## src/rtl/aes_pkg.sv

```systemverilog
// Shared types, constants and GF(2^8) helpers for the AES-128 key round scheduler.
package aes_pkg;

  localparam int unsigned KEY_W   = 128;
  localparam int unsigned WORD_W  = 32;
  localparam int unsigned BYTE_W  = 8;
  localparam int unsigned ROUND_W = 4;

  localparam logic [BYTE_W-1:0] RCON_INIT = 8'h01;

  typedef enum logic [1:0] {
    IDLE  = 2'd0,
    ISSUE = 2'd1,
    DONE  = 2'd2
  } state_e;

  // Forward S-box, entry 0 is the leftmost byte.
  localparam logic [0:255][BYTE_W-1:0] SBOX_TABLE = {
    128'h637c777bf26b6fc53001672bfed7ab76,
    128'hca82c97dfa5947f0add4a2af9ca472c0,
    128'hb7fd9326363ff7cc34a5e5f171d83115,
    128'h04c723c31896059a071280e2eb27b275,
    128'h09832c1a1b6e5aa0523bd6b329e32f84,
    128'h53d100ed20fcb15b6acbbe394a4c58cf,
    128'hd0efaafb434d338545f9027f503c9fa8,
    128'h51a3408f929d38f5bcb6da2110fff3d2,
    128'hcd0c13ec5f974417c4a77e3d645d1973,
    128'h60814fdc222a908846eeb814de5e0bdb,
    128'he0323a0a4906245cc2d3ac629195e479,
    128'he7c8376d8dd54ea96c56f4ea657aae08,
    128'hba78252e1ca6b4c6e8dd741f4bbd8b8a,
    128'h703eb5664803f60e613557b986c11d9e,
    128'he1f8981169d98e949b1e87e9ce5528df,
    128'h8ca1890dbfe6426841992d0fb054bb16
  };

  function automatic logic [BYTE_W-1:0] aes_sbox(input logic [BYTE_W-1:0] b);
    return SBOX_TABLE[b];
  endfunction

  // Multiply by x in GF(2^8) with the AES polynomial.
  function automatic logic [BYTE_W-1:0] xtime(input logic [BYTE_W-1:0] r);
    return {r[6:0], 1'b0} ^ (r[7] ? 8'h1B : 8'h00);
  endfunction

endpackage

```

## src/rtl/aes_key_step.sv

```systemverilog
// One AES-128 key-expansion step: RotWord, SubWord, rcon injection and the word XOR chain.
module aes_key_step
  import aes_pkg::*;
(
  input  logic [KEY_W-1:0]  key_in,
  input  logic [BYTE_W-1:0] rcon,
  output logic [KEY_W-1:0]  key_out
);

  logic [WORD_W-1:0] w0, w1, w2, w3;
  logic [WORD_W-1:0] rot, sub, temp;
  logic [WORD_W-1:0] n0, n1, n2, n3;

  assign w0 = key_in[127:96];
  assign w1 = key_in[95:64];
  assign w2 = key_in[63:32];
  assign w3 = key_in[31:0];

  assign rot = {w3[23:0], w3[31:24]};

  assign sub = {aes_sbox(rot[31:24]), aes_sbox(rot[23:16]),
                aes_sbox(rot[15:8]),  aes_sbox(rot[7:0])};

  assign temp = sub ^ {rcon, 24'h000000};

  assign n0 = w0 ^ temp;
  assign n1 = w1 ^ n0;
  assign n2 = w2 ^ n1;
  assign n3 = w3 ^ n2;

  assign key_out = {n0, n1, n2, n3};

endmodule

```

## src/rtl/aes_key_round_scheduler.sv

```systemverilog
// Streams AES-128 round keys 0..ROUNDS over valid/ready, one expansion step per handshake.
module aes_key_round_scheduler
  import aes_pkg::*;
#(
  parameter int unsigned ROUNDS = 10
) (
  input  logic               clk,
  input  logic               rst_,
  input  logic               start,
  input  logic [KEY_W-1:0]   key_in,
  input  logic               abort,
  input  logic               rk_ready,
  output logic               rk_valid,
  output logic [KEY_W-1:0]   rk_key,
  output logic [ROUND_W-1:0] rk_round,
  output logic               rk_last,
  output logic               busy,
  output logic               done
);

  state_e state_q, state_d;

  logic [KEY_W-1:0]   key_r;
  logic [ROUND_W-1:0] round_r;
  logic [BYTE_W-1:0]  rcon_r;
  logic [KEY_W-1:0]   key_next;

  logic hs, at_last, load, advance;
  logic rk_valid_d, busy_d, done_d;

  aes_key_step u_step (
    .key_in  (key_r),
    .rcon    (rcon_r),
    .key_out (key_next)
  );

  assign hs       = rk_valid & rk_ready;
  assign at_last  = (round_r == ROUND_W'(ROUNDS));
  assign rk_key   = key_r;
  assign rk_round = round_r;
  assign rk_last  = rk_valid & at_last;

  always_ff @(posedge clk or negedge rst_) begin
    if (!rst_) state_q <= IDLE;
    else       state_q <= state_d;
  end

  // Abort overrides everything, including a coincident handshake.
  always_comb begin
    state_d = state_q;
    load    = 1'b0;
    advance = 1'b0;
    if (abort) begin
      state_d = IDLE;
    end else begin
      case (state_q)
        IDLE: begin
          if (start) begin
            state_d = ISSUE;
            load    = 1'b1;
          end
        end
        ISSUE: begin
          if (hs) begin
            if (at_last) state_d = DONE;
            else         advance = 1'b1;
          end
        end
        DONE:    state_d = IDLE;
        default: state_d = IDLE;
      endcase
    end
  end

  always_comb begin
    rk_valid_d = 1'b0;
    busy_d     = 1'b0;
    done_d     = 1'b0;
    rk_valid_d = (state_d == ISSUE);
    busy_d     = (state_d != IDLE);
    done_d     = (state_d == DONE);
  end

  always_ff @(posedge clk or negedge rst_) begin
    if (!rst_) begin
      rk_valid <= 1'b0;
      busy     <= 1'b0;
      done     <= 1'b0;
    end else begin
      rk_valid <= rk_valid_d;
      busy     <= busy_d;
      done     <= done_d;
    end
  end

  always_ff @(posedge clk or negedge rst_) begin
    if (!rst_) begin
      key_r   <= '0;
      round_r <= '0;
      rcon_r  <= RCON_INIT;
    end else if (load) begin
      key_r   <= key_in;
      round_r <= '0;
      rcon_r  <= RCON_INIT;
    end else if (advance) begin
      key_r   <= key_next;
      round_r <= round_r + ROUND_W'(1);
      rcon_r  <= xtime(rcon_r);
    end
  end

endmodule

```

## config.mk

```make
export PLATFORM = sky130hd
export DESIGN_NAME = aes_key_round_scheduler
export DESIGN_NICKNAME = d
export VERILOG_FILES = /design/src/rtl/aes_pkg.sv /design/src/rtl/aes_key_step.sv /design/src/rtl/aes_key_round_scheduler.sv
export SDC_FILE = /design/constraint.sdc
export NUM_CORES = 1
export LEC_CHECK = 0
export BUFFER_PORTS_ARGS = -buffer_cell sky130_fd_sc_hd__buf_4
export CORE_ASPECT_RATIO = 1.75
export CORE_MARGIN = 1
export CORE_UTILIZATION = 30
export DETAILED_ROUTE_END_ITERATION = 12
export GPL_TIMING_DRIVEN = 0
export RECOVER_POWER = 100
export SKIP_CTS_REPAIR_TIMING = 1
export SYNTH_ARGS = -nofsm -noshare
export SYNTH_HDL_FRONTEND = slang
export SYNTH_HIERARCHICAL = 1
export SYNTH_SLANG_ARGS = --single-unit
```

## constraint.sdc

```tcl
create_clock -name clk -period 6 [get_ports clk]
set_clock_uncertainty 0.1 [all_clocks]
set_input_delay 1.2 -clock clk [delete_from_list [all_inputs] [get_ports clk]]
set_output_delay 1.2 -clock clk [all_outputs]
set_load 0.01 [all_outputs]
```

==> results of run 1 <==
## registers in the layout, summed over array words and instances, names as in the netlist
name	cells
rk_key	128
rk_round	4
rk_valid	1
rcon_r	8
done	1
state_q	2
busy	1
## cell type report
class                   instances  area, sq um  area share, %
inverters                     185          694           2.59
multi-input cells            2416        17400           64.8
clock inverters                13          126          0.471
diodes                          2         5.00         0.0187
clock buffers                  19          453           1.69
repair buffers                270         1530           5.71
flip-flops and latches        145         3630           13.5
well taps                    1027         1280           4.79
plain buffers                 377         1720           6.41
## critical path, delay by kind of cell (launching register included)
family / cells / cell delay (ns)
xor+xnor: 1 / 0.46
simple gates: 3 / 0.76
flops: 1 / 0.61
buf+inv: 5 / 1.72
fa+ha+maj: 1 / 0.54
mux: 1 / 0.91
compound gates: 3 / 0.83
## logic make-up (layout without fill, tap and decap cells)
logic type | Yosys count | after routing | synth area share, %
adder cells (fa/ha/maj) | 62 | 62 | 3.30
AO/OA/AOI/OAI | 1110 | 1110 | 35.1
XOR/XNOR | 214 | 214 | 9.26
flip-flops | 145 | 145 | 15.5
other | 0 | 2 | 0
multiplexers | 93 | 93 | 6.51
AND/OR/NAND/NOR | 937 | 937 | 20.1
buffers and inverters | 562 | 864 | 10.3
## layout by cell type (no fill, tap or decap), drive strengths merged, types with 21 or more instances in the layout
cell type	instances
a31oi	59
o21ai	151
inv	183
o31ai	26
mux2i	34
or2	26
clkbuf	374
nand2b	100
dfrtp	144
a211oi	49
o311ai	173
and2	35
o211ai	177
nand2	288
ha	62
nor3b	21
nand3	83
nor2b	74
buf	292
a21oi	142
a221oi	31
or3	22
xnor2	127
xor2	69
a311oi	46
mux4	46
nor2	144
o221ai	25
nor3	68
## synth_stat cells, types with 49 or more instances
cell,n,area [sq um]
a211oi_1,49,368
a21oi_1,140,701
a31oi_1,58,363
buf_2,115,576
clkbuf_1,211,792
dfrtp_1,144,3600
ha_1,62,776
inv_1,174,653
nand2_1,288,1080
nand2b_1,100,626
nand3_1,83,415
nor2_1,142,533
nor2b_1,74,463
nor3_1,68,340
o211ai_1,177,1330
o21ai_0,141,706
o311ai_0,169,1480
xnor2_1,123,1080
xor2_1,66,578
## report_power, final
part           leakage [nW]  internal [mW]  switching, mW
logic                  8.07           4.71           9.91
registers              1.81           1.24          0.581
clock network         0.273          0.596          0.555
total                  10.2           6.55           11.0
## worst max path at each step
stage | startpoint | endpoint | cells past startpoint
after global placement | rk_key[0] | rk_key[10] | 14
after floorplan | rk_key[24] | rk_key[71] | 15
final | rk_key[0] | rk_key[10] | 14
after detailed placement | rk_key[0] | rk_key[10] | 14
after CTS | rk_key[0] | rk_key[10] | 14
after global routing | rk_key[24] | rk_key[71] | 15
## layer usage
layer	vias to the layer above	wire length (um)	global-route usage (%)
li1	12400	-	-
met1	15100	62500	49.5
met2	2691	84000	73.6
met3	1021	18500	12.9
met4	10	20500	41.3
met5	-	69	0
==> out/qor.csv, run 1 <==
stage,metric,value,unit
routing,DR DRC count,0,
setup_path,CP endpoint kind,register,
setup_path,R2R Setup Slk,-0.12,ns
routing,total wire length,186000,um
timing,fin worst setup slack,-0.122,ns
die,starting density of the core,30.3,%
setup_path,worst flop-to-flop path endpoint,rk_key[10],
setup_path,CP Max Fanout,12,
setup_path,Max stage delay on crit path,0.91,ns
synth,Post-synth EDFFs,0,
grt,vias in the first global route,30700,
setup_path,CP Cell Sequence,"buf_2, clkbuf_1, inv_1, ha_1, clkbuf_2, nand2_1, nand2_1, a211oi_1, a311oi_1, nor3_1, mux2i_1, xnor3_1, inv_1, o211ai_1",
flow_run,Max Cap Viol,1,
clock_tree,H-tree level count,4,
layout,fin nets,3607,
synth,synthesis warning total,6,
pwr,VDD IR-drop max,0.354,mV
grt,GRT Total Usage,46.2,%
clock_tree,Clock Latency Late Sink,0.53,ns
layout,fin cells,4454,
hold_path,hold_sp,rcon_r[4],
routing,WL/cell,41.7,um
pwr,Leak,10.2,nW
layout,Finished Cell Area,26800,sq um
synth,syn_nets,3318,
timing,Final Hold Viols,0,
setup_path,worst path arrival time,6.38,ns
place,Final HPWL DP,141000,um
setup_path,reg-to-reg startpoint,rk_key[0],
timing,worst slew pin tran,4.14,ns
layout,fillcell total,8632,
layout,share of cells above drive strength 1,12.4,%
timing,Hold Slack,0.485,ns
pwr,Total Power,17.6,mW
layout,area delta synth->final,14.1,%
place,Post-Place Cells,4419,
setup_path,crit path max-delay cell type,mux2i_1,
layout,post-layout util,34.6,%
pwr,PwrDens,656,nW/um^2
routing,Iter 0 DRT Violations,4426,
outcome,status,"complete, but fails checks",
clock_tree,CTS buffer count,17,
setup_path,crit path kind,reg -> reg,
routing,Final ANT Viol Nets,0,
setup_path,critical path required time,6.26,ns
clock_tree,CTS Buffer Depth,2,
hold_path,hold path cells,2,
timing,Worst slew margin,-176,%
outcome,violated checks,"max-capacitance violations, max-slew violations, negative setup slack",
timing,Tcrit/Tclk final,102,%
routing,drt first pass iters,7,
hold_path,Min-Delay Endpoint,rcon_r[5],
timing,RSZ-0062 raised after global routing,no,
die,core region area,77500,sq um
setup_path,Register-to-Register Path Depth,14,
timing,Tmin final,6.12,ns
synth,"flops & latches, synth",145,
die,Die ar.,79500,sq um
grt,largest net degree at the start of global routing,79,
grt,initial antenna violation count,10,
routing,via count,31200,
die,die width,214,um
hold_path,Hold/Removal Path Class,reg -> reg,
die,io pins,269,
grt,gr ovfl total,0,
synth,sequential area share after synthesis,15.5,%
place,final RePlAce weighted congestion,1.08,
clock_tree,clock sink count,145,
place,pre-CTS setup slack,-0.460,ns
synth,"Avg Cell Area, Syn",7.52,sq um
routing,DR vias/cell,7.00,
clock_tree,CTS tree,done,
place,placed instance area,26800,sq um
place,PortBufs,268,
timing,Final Slew Violations,68,
timing,final setup fails,2,
synth,Mapped Cells,3123,
synth,"Distinct cells, synth",106,
die,Die Y,372,um
synth,fraction of registers with async set or reset after synthesis,100,%
synth,Main synth FF type,dfrtp_1,
grt,first-pass GRT wire length,253000,um
clock_tree,CTS root buf,clkbuf_16,
synth,Netlist Area Pre-Place,23500,sq um
timing,setup tns final,-0.175,ns
die,Rows,135,
setup_path,critical path launch point type,register,
clock_tree,"CTS clk-pin slew, worst paths",0.07,ns
timing,fmax,163,MHz
Note: power is estimated with default switching activity, not from simulation.
==> run 2: changes to the inputs <==
--- a/config.mk
+++ b/config.mk
@@ -11,6 +11,7 @@
 export CORE_UTILIZATION = 30
 export DETAILED_ROUTE_END_ITERATION = 12
 export GPL_TIMING_DRIVEN = 0
+export PLACE_DENSITY_LB_ADDON = 0.25
 export RECOVER_POWER = 100
 export SKIP_CTS_REPAIR_TIMING = 1
 export SYNTH_ARGS = -nofsm -noshare
==> run 2 against run 1 <==
The run ends with max-capacitance violations, max-slew violations left. Critical path depth grew 1. Cell area grew 0.56%. Sequential power grew 5%. Power grew 1.4%. Worst setup slack gained 0.15 ns. First-iteration DRC count shrank 4.6%. Routed wire length shrank 0.71%. Fmax grew 2.5%. Combinational power is essentially flat. Non-clock buffer count shrank 2. Critical endpoint is now rk_key[36]. Largest cell class unchanged.
==> out/qor.csv, run 2 (synthesis results as in run 1) <==
stage,metric,value,unit
outcome,violated checks,"max-capacitance violations, max-slew violations",
grt,initial antenna violation count,6,
timing,Final Hold Viols,0,
pwr,Leak,10.2,nW
routing,Final ANT Viol Nets,0,
clock_tree,CTS buffer count,25,
timing,Tmin final,5.97,ns
place,Post-Place Cells,4419,
setup_path,crit path kind,reg -> reg,
layout,max FFs per register,128,
timing,fmax,167,MHz
grt,grt peak-use layer,met2,
layout,fillcell total,8633,
flow_run,Max Cap Viol,1,
grt,met1 Use GR,46.9,%
layout,fin nets,3613,
timing,Worst slew margin,-198,%
grt,first-pass GRT wire length,251000,um
layout,area delta synth->final,14.8,%
timing,final setup fails,0,
timing,Tcrit/Tclk final,99.6,%
timing,RSZ-0062 raised after global routing,no,
place,final RePlAce weighted congestion,1.13,
clock_tree,Clock Latency Late Sink,0.51,ns
routing,WL/cell,41.4,um
routing,total wire length,184000,um
layout,"most common cell after layout, fill and taps aside",clkbuf_1,
place,Final HPWL DP,142000,um
clock_tree,CTS Buffer Depth,3,
routing,via count,31200,
setup_path,worst path arrival time,6.28,ns
timing,Final Slew Violations,74,
grt,gr ovfl total,0,
setup_path,critical path launch point type,register,
clock_tree,H-tree level count,4,
grt,GRT Total Usage,45.7,%
die,Die Y,372,um
die,core region area,77500,sq um
clock_tree,clock sink count,145,
layout,fin cells,4453,
routing,DR vias/cell,7.01,
clock_tree,"CTS clk-pin slew, worst paths",0.07,ns
die,starting density of the core,30.3,%
layout,Storage cell area,3630,sq um
routing,Iter 0 DRT Violations,4222,
pwr,PwrDens,661,nW/um^2
grt,M3 GR Usage,12.8,%
layout,area occupied by multi-input gates,17400,sq um
layout,share of cells above drive strength 1,12.6,%
pwr,VDD IR-drop max,0.433,mV
hold_path,Hold/Removal Path Class,reg -> reg,
clock_tree,CTS tree,done,
outcome,status,"complete, but fails checks",
timing,worst slew pin tran,4.47,ns
die,io pins,269,
pwr,Total Power,17.8,mW
die,Die ar.,79500,sq um
grt,vias in the first global route,30700,
die,die width,214,um
setup_path,critical path required time,6.30,ns
grt,grt met2 use,74.9,%
clock_tree,CTS root buf,clkbuf_16,
routing,DR DRC count,0,
grt,largest net degree at the start of global routing,75,
setup_path,CP endpoint kind,register,
setup_path,CP Max Fanout,10,
die,Rows,135,
routing,drt first pass iters,9,
place,PortBufs,268,
layout,"commonest cells after routing, fill and taps aside","clkbuf_1 (354), nand2_1 (287), o211ai_1 (177)",
run 2: where the power goes:
part	leakage [nW]	switching, mW	internal, mW
sequential	1.81	0.667	1.24
combinational	8.07	9.92	4.72
clock	0.346	0.487	0.791
run 2: stage by stage:
step           setup WS [ns]  hold WS (ns)  setup TNS [ns]  cell area (sq um)  util [%]
4_1_cts               -0.223         0.484          -0.385              27500      35.5
5_1_grt              0.00986         0.509               0              27000      34.8
2_1_floorplan           1.99         0.442               0              23500         -
6_report              0.0265         0.490               0              27000      34.8
3_3_place_gp          -0.471         0.467           -2.46              26800      34.6
3_5_place_dp          -0.200         0.473          -0.290              26800      34.6
run 2: cell type report:
type | instances | area share, %
clock buffer | 30 | 2.54
inverter | 185 | 2.58
sequential | 145 | 13.5
multi-input combinational | 2416 | 64.6
antenna | 3 | 0.0278
buffer | 376 | 6.36
clock inverter | 2 | 0.0371
timing repair buffer | 269 | 5.66
tap | 1027 | 4.77
run 2: final timing paths:
| check | from | to | slack, ns | cells past startpoint |
|---|---|---|---|---|
| setup / recovery | rk_key[24] | rk_key[36] | 0.03 | 15 |
| hold / removal | rcon_r[6] | rcon_r[7] | 0.49 | 2 |
| setup reg to reg | rk_key[24] | rk_key[36] | 0.03 | 15 |
| hold reg to reg | rcon_r[6] | rcon_r[7] | 0.49 | 2 |
| max in group asynchronous | rst_ | rk_key[14] | 1.07 | 1 |
| min in group asynchronous | rst_ | rk_key[59] | 2.18 | 1 |
run 2: per-layer routing:
metal,up-vias,wire length [um]
met1,15200,59900
met3,1023,18200
li1,12400,-
met4,6,21100
met2,2656,85000
met5,-,43
run 2: worst max-delay path, stage by stage, from the launching register on:
cell	delay [ns]
dfrtp_1	0.58
clkbuf_1	0.48
clkbuf_1	0.62
inv_1	0.36
ha_1	0.39
buf_6	0.16
clkbuf_1	0.57
inv_1	0.18
mux4_2	0.50
o211ai_1	0.18
o211ai_1	0.19
a32oi_1	0.70
xnor2_1	0.35
xnor2_1	0.25
inv_1	0.07
o211ai_1	0.17
